<file path="src/rtl/pid_seq.sv">
// ============================================================================
//  Module   : pid_seq
//  Purpose  : Error-sample sequencer and motion controller that feeds the
//             PID integrator and turns P/I terms into left/right motor commands.
//  Revision : 1.0  initial release
// ============================================================================
`default_nettype none

module pid_seq #(
    parameter logic [3:0] P_COEFF   = 4'd3,
    parameter logic [9:0] MAX_FRWRD = 10'h300,
    parameter logic [9:0] RAMP_STEP = 10'd16
) (
    input  logic               clk,
    input  logic               rst_n,
    input  logic               go,
    input  logic               line_present,
    input  logic signed [15:0] err_raw,
    input  logic               err_raw_vld,
    input  logic signed [9:0]  I_term,
    output logic signed [10:0] err_sat,
    output logic               err_vld,
    output logic               moving,
    output logic               line_rise,
    output logic signed [10:0] lft_spd,
    output logic signed [10:0] rht_spd,
    output logic               spd_vld,
    output logic               overrun
);

    localparam logic [1:0] MS_IDLE    = 2'd0;
    localparam logic [1:0] MS_RAMP    = 2'd1;
    localparam logic [1:0] MS_RUN     = 2'd2;
    localparam logic [1:0] MS_DECEL   = 2'd3;

    localparam logic [1:0] PS_SIDLE   = 2'd0;
    localparam logic [1:0] PS_SAT     = 2'd1;
    localparam logic [1:0] PS_WAIT    = 2'd2;
    localparam logic [1:0] PS_COMBINE = 2'd3;

    localparam logic signed [14:0] c_p_coeff = {11'd0, P_COEFF};

    logic              r_line_s1;
    logic              r_line_s2;
    logic              r_line_hist;
    logic              w_line_sync;
    logic              w_run_ok;

    logic [1:0]        r_pstate;
    logic [1:0]        w_pstate_nxt;
    logic              w_accept;
    logic              w_combine;
    logic              w_overrun;

    logic [1:0]        r_mstate;
    logic [1:0]        w_mstate_nxt;
    logic [9:0]        r_frwrd;
    logic [9:0]        w_frwrd_nxt;
    logic [9:0]        w_frwrd_up;
    logic [9:0]        w_frwrd_dn;
    logic              w_idle_entry;

    logic signed [10:0] w_sat_in;
    logic signed [14:0] w_p;
    logic signed [15:0] w_pid;
    logic signed [15:0] w_adj;
    logic signed [15:0] w_lft;
    logic signed [15:0] w_rht;

    function automatic logic signed [10:0] sat11(input logic signed [15:0] v);
        if (v > 16'sd1023)
            sat11 = 11'sd1023;
        else if (v < 16'shFC00)
            sat11 = 11'sh400;
        else
            sat11 = v[10:0];
    endfunction

    // ---------------------------------------------------------------- line sync
    always_ff @(posedge clk or negedge rst_n) begin
        if (!rst_n) begin
            r_line_s1   <= 1'b0;
            r_line_s2   <= 1'b0;
            r_line_hist <= 1'b0;
            line_rise   <= 1'b0;
        end else begin
            r_line_s1   <= line_present;
            r_line_s2   <= r_line_s1;
            r_line_hist <= r_line_s2;
            line_rise   <= r_line_s2 & ~r_line_hist;
        end
    end

    assign w_line_sync = r_line_s2;
    assign w_run_ok    = go & w_line_sync;

    // ---------------------------------------------------------------- sample pipeline FSM
    always_ff @(posedge clk or negedge rst_n) begin
        if (!rst_n)
            r_pstate <= PS_SIDLE;
        else
            r_pstate <= w_pstate_nxt;
    end

    always_comb begin
        w_pstate_nxt = r_pstate;
        case (r_pstate)
            PS_SIDLE:   if (err_raw_vld && moving) w_pstate_nxt = PS_SAT;
            PS_SAT:     w_pstate_nxt = PS_WAIT;
            PS_WAIT:    w_pstate_nxt = PS_COMBINE;
            PS_COMBINE: w_pstate_nxt = PS_SIDLE;
            default:    w_pstate_nxt = PS_SIDLE;
        endcase
    end

    always_comb begin
        w_accept  = (r_pstate == PS_SIDLE) && err_raw_vld && moving;
        w_combine = (r_pstate == PS_COMBINE);
        w_overrun = (r_pstate != PS_SIDLE) && err_raw_vld;
    end

    // ---------------------------------------------------------------- motion FSM
    always_ff @(posedge clk or negedge rst_n) begin
        if (!rst_n) begin
            r_mstate <= MS_IDLE;
            r_frwrd  <= 10'd0;
            moving   <= 1'b0;
        end else begin
            r_mstate <= w_mstate_nxt;
            r_frwrd  <= w_frwrd_nxt;
            moving   <= (w_mstate_nxt != MS_IDLE);
        end
    end

    assign w_frwrd_up = (r_frwrd >= MAX_FRWRD - RAMP_STEP) ? MAX_FRWRD : r_frwrd + RAMP_STEP;
    assign w_frwrd_dn = (r_frwrd <= RAMP_STEP) ? 10'd0 : r_frwrd - RAMP_STEP;

    // Only IDLE->RAMP is free-running; every other move waits for a COMBINE step.
    always_comb begin
        w_mstate_nxt = r_mstate;
        w_frwrd_nxt  = r_frwrd;
        case (r_mstate)
            MS_IDLE: begin
                w_frwrd_nxt = 10'd0;
                if (w_run_ok) w_mstate_nxt = MS_RAMP;
            end
            MS_RAMP: begin
                if (w_combine) begin
                    if (!w_run_ok) begin
                        w_mstate_nxt = MS_DECEL;
                    end else begin
                        w_frwrd_nxt = w_frwrd_up;
                        if (w_frwrd_up == MAX_FRWRD) w_mstate_nxt = MS_RUN;
                    end
                end
            end
            MS_RUN: begin
                if (w_combine && !w_run_ok) w_mstate_nxt = MS_DECEL;
            end
            MS_DECEL: begin
                if (w_combine) begin
                    if (w_run_ok) begin
                        w_mstate_nxt = MS_RAMP;
                    end else begin
                        w_frwrd_nxt = w_frwrd_dn;
                        if (w_frwrd_dn == 10'd0) w_mstate_nxt = MS_IDLE;
                    end
                end
            end
            default: begin
                w_mstate_nxt = MS_IDLE;
                w_frwrd_nxt  = 10'd0;
            end
        endcase
    end

    always_comb begin
        w_idle_entry = w_combine && (r_mstate != MS_IDLE) && (w_mstate_nxt == MS_IDLE);
    end

    // ---------------------------------------------------------------- datapath
    always_comb begin
        if (err_raw > 16'sd1023)
            w_sat_in = 11'sd1023;
        else if (err_raw < 16'shFC00)
            w_sat_in = 11'sh400;
        else
            w_sat_in = err_raw[10:0];
    end

    assign w_p   = $signed({{4{err_sat[10]}}, err_sat}) * c_p_coeff;
    assign w_pid = $signed({w_p[14], w_p}) + $signed({{6{I_term[9]}}, I_term});
    assign w_adj = w_pid >>> 3;
    // COMBINE sees the pre-update forward speed.
    assign w_lft = $signed({6'd0, r_frwrd}) + w_adj;
    assign w_rht = $signed({6'd0, r_frwrd}) - w_adj;

    always_ff @(posedge clk or negedge rst_n) begin
        if (!rst_n) begin
            err_sat <= 11'sd0;
            err_vld <= 1'b0;
            lft_spd <= 11'sd0;
            rht_spd <= 11'sd0;
            spd_vld <= 1'b0;
            overrun <= 1'b0;
        end else begin
            if (w_accept) err_sat <= w_sat_in;
            err_vld <= w_accept;
            spd_vld <= w_combine;
            overrun <= w_overrun;
            if (w_combine) begin
                if (w_idle_entry) begin
                    lft_spd <= 11'sd0;
                    rht_spd <= 11'sd0;
                end else begin
                    lft_spd <= sat11(w_lft);
                    rht_spd <= sat11(w_rht);
                end
            end
        end
    end

endmodule

`default_nettype wire

</file>
<file path="config.mk">
export PLATFORM = sky130hd
export DESIGN_NAME = pid_seq
export DESIGN_NICKNAME = d
export VERILOG_FILES = /design/src/rtl/pid_seq.sv
export SDC_FILE = /design/constraint.sdc
export NUM_CORES = 1
export LEC_CHECK = 0
export BUFFER_PORTS_ARGS = -buffer_cell sky130_fd_sc_hd__buf_2
export CORE_MARGIN = 2
export CORE_UTILIZATION = 62
export CTS_BUF_LIST = sky130_fd_sc_hd__clkbuf_4 sky130_fd_sc_hd__clkbuf_8
export CTS_CLUSTER_DIAMETER = 200
export CTS_CLUSTER_SIZE = 10
export DETAILED_ROUTE_END_ITERATION = 8
export HOLD_SLACK_MARGIN = 0.1
export PLACE_DENSITY = 0.86
export SYNTH_ARGS = -nofsm -noshare
export SYNTH_HDL_FRONTEND = slang
export SYNTH_SLANG_ARGS = --single-unit
</file>
<file path="constraint.sdc">
create_clock -name clk -period 11.7 [get_ports clk]
set_input_delay 1.755 -clock clk [delete_from_list [all_inputs] [get_ports clk]]
set_output_delay 1.755 -clock clk [all_outputs]
set_load 0.05 [all_outputs]
</file>
; ---- Yosys cells after proc, flatten, opt, wreduce, memory -nomap -nowiden
; Cells that the tools add are included.
[totals]
elab_cells = 86
out_inout_bits = 38
input_bits = 31
register_bits = 55
[op_classes]
eq_ne = 12
n_bitwise = 3
addsub = 5
n_lt_le_gt_ge = 8
reduce_logical = 17
n_mux = 26
mul = 1
[ops]
columns = operator, n
row1 = 11-bit two-way mux, 8
row2 = 10-bit two-way mux, 6
row3 = 10-bit case mux with 3 select lines, 1
row4 = "13-bit by 11-bit greater-than comparator with 1-bit output, second input constant", 2
row5 = "13-bit by 11-bit less-than comparator with 1-bit output, second input constant", 2
row6 = 2-bit two-way mux, 9
row7 = "16-bit by 11-bit greater-than comparator with 1-bit output, second input constant", 1
row8 = "16-bit by 11-bit less-than comparator with 1-bit output, second input constant", 1
row9 = 2-bit case mux with 4 select lines, 2
row10 = 14-bit by 10-bit adder with 15-bit output, 1
row11 = "11-bit by 3-bit multiplier with 14-bit output, second input constant", 1
row12 = 11-bit by 12-bit adder with 13-bit output, 1
row13 = 11-bit by 12-bit subtractor with 13-bit output, 1
row14 = "10-bit by 5-bit adder with 10-bit output, second input constant", 1
row15 = "10-bit == test, second input constant", 1
row16 = "10-bit >= comparator, second input constant", 1
row17 = "10-bit by 5-bit <= comparator with 1-bit output, second input constant", 1
row18 = 10-bit logical NOT, 1
row19 = "2-bit inequality test, second input constant", 5
row20 = "10-bit by 5-bit subtractor with 10-bit output, second input constant", 1
row21 = "2-bit == test, second input constant", 4
row22 = 1-bit logical AND, 7
row23 = 2-bit logical NOT, 3
row24 = 2-bit nonzero test, 3
row25 = other kinds (6), 8

; ---- Longest topological paths before layout
[logic_depth]
ltp_word = 10
mapped_depth = 21
depth_no_buf = 19

; ---- Worst setup path after synthesis
; OpenSTA, ideal clock, no wires.
[synth_timing]
kind = input to register
start = input port I_term[3]
end = register rht_spd[1]
slack_ns = 5.773
cell_stages = 19
t_arrival_ns = 5.775
n_path_buf = 1
t_required_ns = 11.548
setup_time_ns = 0.152
path_cell_list = inv_1 fa_1 inv_1 ha_1 or3_1 o22a_2 a21oi_1 nor2b_1 nor2_1 xnor2_1 ha_1 buf_2 nor3_1 o21ai_1 a311oi_1 or4b_1 xor2_1 o211ai_2 o221ai_1
[synth_between]
elab_chain_len = 6
word_cells_on_any_way = 7
cone_classes = add/sub: 2 / order compare: 2 / mux: 3
[synth_lines]
columns = element, line
row1 = from (decl), 20  ; input logic signed [9:0] I_term,
row2 = 14-bit by 10-bit adder with 15-bit output *, 192  ; assign w_pid = $signed({w_p[14], w_p}) + $signed({{6{I_term[9]}}, I_term});
row3 = 11-bit by 12-bit subtractor with 13-bit output *, 196  ; assign w_rht = $signed({6'd0, r_frwrd}) - w_adj;
row4 = 13-bit by 11-bit less-than comparator with 1-bit output, 73  ; else if (v < 16'shFC00)
row5 = 11-bit two-way mux, 73
row6 = 11-bit two-way mux *, 71  ; if (v > 16'sd1023)
row7 = 11-bit two-way mux *, 212  ; if (w_idle_entry) begin
row8 = to (signal assigned), 217  ; rht_spd <= sat11(w_rht);
row9 = to (decl), 26  ; output logic signed [10:0] rht_spd,
; Every way passes the cells marked *; elsewhere a longest branch is shown, timed or not.
; A chain may end at the register's enable or synchronous reset.

; ---- Worst setup path after layout
[layout_timing]
start = input port I_term[3]
end = register rht_spd[8]
; The elaborated chain is that of the path after synthesis.

==> out/results.txt <==
The flow ran to the end, and the final reports show no timing, DRC or antenna violations. The length of the first detailed-routing pass in iterations came out at 4. Dominant combinational cell family by area after synthesis: compound AO/OA/AOI/OAI gates. At the pin with the least slew margin, the transition time is 0.807 ns. The endpoint identified for the worst register-to-register timing path is rht_spd[8]. Counting every sink on the clock net gives 55.

The worst register-to-register path has a setup slack of 6.49 ns. The tools report the starting density of the core as 0.630. The critical path startpoint category is a primary input.

For this run, the leading register cell type out of synthesis is dfrtp_1. The fraction of layout instances using a drive strength above 1 works out to 0.160. Counting both buffers and inverters, the worst setup path holds a total of 3.

The logs give 0.457 for the worst slew margin relative to its limit and 650 for the number of nets in the finished design. The total global routing overflow came out at 0. In this run, the number of DRC markers left after iteration 0 of detailed routing was 395. For the setup violation total in the final timing report, the log shows 0. The cell area after synthesis is 4500 sq um.

The total vias in the final route is 3794, and the share of the synthesized area in the top cell type is 0.306. The adder and majority gate portion of the synthesized area came out at 0.196. The H-tree was split into 2 levels.

Once the clock tree was built, the resizer swapped 0 gates to a different size. The number of cells traversed by the worst register-to-register path was 19. Clock transition at the registers of the reported paths: 0.11 ns. Traced cell by cell, the critical path runs through buf_2, inv_1, fa_1, inv_1, ha_1, or3_1, o22a_2, a21oi_1, nor2b_1, nor2_1, xnor2_1, ha_1, nor3_1, o21ai_1, a311oi_1, or4b_1, xor2_1, o211ai_2, o221ai_1. The warning count from the yosys run is 0.

The fraction of the mapped netlist area in simple logic gates came out at 0.142. After filler insertion, the fill cell instance count of the layout stands at 604. The XOR/XNOR share of the synthesized area works out to 0.0487. The root buffer selected by CTS is clkbuf_8. Pin count of the biggest net entering global routing: 56.

Hold repair after CTS inserted 0 buffers. The run gives 0.306 as the register area share after synthesis. The half-perimeter wire length of the detailed placement result is 7.29 mm, and the count of unique library cells instantiated by Yosys is 68. The longest individual stage delay on the worst path works out to 0.52 ns.

The count of cells along the worst hold path is 0, and the required time at the endpoint of the critical path is 11.87 ns. The run gives 69 as the boundary pin count. STA classifies the critical path endpoint as a register. The tools report the number of antenna violations at the first check in global routing as 0. Broken down by cell family, the worst path's largest delay share belongs to compound AO/OA/AOI/OAI gates.

The share of the clock period used by the worst path is 0.515. The number of enable flip-flop cells after synthesis is 0, and the count of antenna-violating nets left after detailed routing is 0. After detailed routing, the average wire length per cell comes to 14.3 um. Along the worst path, the maximum fanout reaches 10. Across the run, the number of max-cap violations was 0. Die height: 89.2 um. The standard cell core area is 7140 sq um, and the final critical delay including setup and external delays is 6.03 ns. The startpoint of the lowest-slack register-to-register path was err_sat[2]. After synthesis the netlist holds a flip-flop and latch count of 55. The tools report the residual DRC count as 0. In this run the post-CTS setup repair buffer count came out at 0. Port buffering added 68 buffers. The setup path with the least slack is of type in -> reg. For the via count of the first global-routing pass, the log shows 3587. Endpoint arrival time on the critical path: 6.20 ns. The weighted congestion at the end of routability-driven global placement was 0.863. Summed over all instances, the cell type with the most area after synthesis is dfrtp_1.

Wires add up to 9.34 mm. Across all setup checks in the final design, the least slack found is 5.67 ns. The final setup TNS came out at 0 ns. The mux contribution to synthesized area was 0.00779. The die is 89.2 um wide. For the final worst clock skew, the log shows 0.0103 ns.

For the number of hold-slack violations in the final timing report, the log shows 0. The total CTS buffers came out at 5. TritonCTS built the clock tree. The die covers 7950 sq um.

For the net count of the mapped netlist, the log shows 594. The aggregate global-route resource usage came out at 0.248. Timing would allow up to 0.166 GHz.

On the critical path, the stage with the largest delay is an instance of fa_1. The area growth from synthesis to layout is 11.0%. Using the TritonRoute via totals, the vias-per-cell ratio works out to 5.79.

The first global-routing pass estimated 15.8 mm of wire. Setup repair after global routing left no endpoint under its margin. The fraction of registers with async set or reset after synthesis works out to 1.00. The compound-cell area share of the yosys netlist came out at 0.228. The tools report the final standard cell utilization of the core as 0.699. The tools report the final max-slew violation count as 0. 0 antenna diodes ended up in the layout. For the worst setup slack before clock tree synthesis, the log shows 5.38 ns.

In this run the worst hold path is classified as reg -> reg. In this run the deepest clock path goes through 2 buffers. The initialized floorplan defines 31 standard-cell rows.

The worst hold path terminates at r_line_s2. After synthesis, the cell types taking the most area are dfrtp_1, ha_1, inv_1. The launch instance of the worst min-delay path is r_line_s1.

For the worst-skew pair, the clock arrives at the later sink with an insertion delay of 0.32 ns. The cell count after synthesis is 499, and the synthesized area per cell is 9.01 sq um.
==> per-layer routing <==
metal / GRT usage / routed length (um) / vias up
met5: 0 / 0 / -
met4: 0.0706 / 133 / 0
met3: 0.0388 / 476 / 12
met2: 0.432 / 4520 / 116
met1: 0.319 / 4210 / 1791
li1: - / - / 1875
==> logic make-up (layout without fill, tap and decap cells) <==
group,Yosys count,count (layout)
AOI/OAI and AO/OA,140,140
xor gates and xnor gates,25,25
muxes,3,3
buffers and inverters,84,141
adders and majority gates,64,64
and+or+nand+nor,128,128
DFF,55,55
==> Yosys cell counts, types with 8 or more instances <==
cell	n
nor2_1	44
o21ai_0	30
nand2_1	24
nor3_1	12
nand3_1	9
xnor2_1	20
o221ai_1	9
clkbuf_1	18
a21o_1	8
a221o_1	10
dfrtp_1	55
ha_1	53
inv_1	64
a21oi_1	19
fa_1	11
==> how the worst max path moves through the flow <==
stage | from | to | slack, ns | depth (start not counted)
after floorplan | I_term[3] | rht_spd[1] | 5.77 | 19
after global placement | I_term[3] | rht_spd[7] | 5.52 | 19
after detailed placement | I_term[3] | rht_spd[8] | 5.38 | 19
after CTS | I_term[3] | rht_spd[8] | 5.67 | 19
after global routing | I_term[3] | rht_spd[8] | 5.34 | 19
final | I_term[3] | rht_spd[8] | 5.67 | 19
==> layout by cell type, fill, tap and decap left out, types with 6 or more instances in the layout <==
master,instances
a21o_1,8
a21oi_1,19
a221o_1,10
and2_1,6
buf_2,68
clkbuf_8,6
dfrtp_1,55
fa_1,11
ha_1,53
inv_1,64
nand2_1,24
nand2b_1,6
nand3_1,9
nor2_1,44
nor2b_1,6
nor3_1,12
o21a_1,6
o21ai_0,30
o21ai_1,6
o221ai_1,9
xnor2_1,20
==> through the flow <==
stage | instances | hold slack (ns) | area (sq um)
2_1_floorplan | 499 | 0.331 | 4500
3_3_place_gp | 647 | 0.333 | 4890
3_5_place_dp | 647 | 0.345 | 4890
4_1_cts | 655 | 0.371 | 4990
5_1_grt | 655 | 0.391 | 4990
6_report | 655 | 0.370 | 4990
==> area by class of cell <==
type	count	area [sq um]	area share
inverter	64	240	0.0481
tap	99	124	0.0248
multi-input combinational	360	2800	0.562
clock inverter	2	16.3	0.00326
timing repair buffer	69	348	0.0697
clock buffer	6	82.6	0.0165
sequential	55	1380	0.276
==> registers in the layout, summed over array words and instances (netlist names), 2 cells and up <==
register,flops
err_sat,11
lft_spd,11
r_frwrd,10
r_mstate,2
r_pstate,2
rht_spd,11
==> worst register-to-register path: stages (launching register included) <==
cell and delay [ns]:
dfrtp_1 0.43, ha_1 0.30, inv_1 0.05, fa_1 0.49, inv_1 0.04, ha_1 0.21
or3_1 0.38, o22a_2 0.28, a21oi_1 0.25, nor2b_1 0.08, nor2_1 0.12, xnor2_1 0.15
ha_1 0.36, nor3_1 0.25, o21ai_1 0.15, a311oi_1 0.29, or4b_1 0.48, xor2_1 0.16
o211ai_2 0.39, o221ai_1 0.21
Power is left out: the tool's default activity adds up to more than one toggle a clock period on the data nets, which glitch-free logic cannot reach.
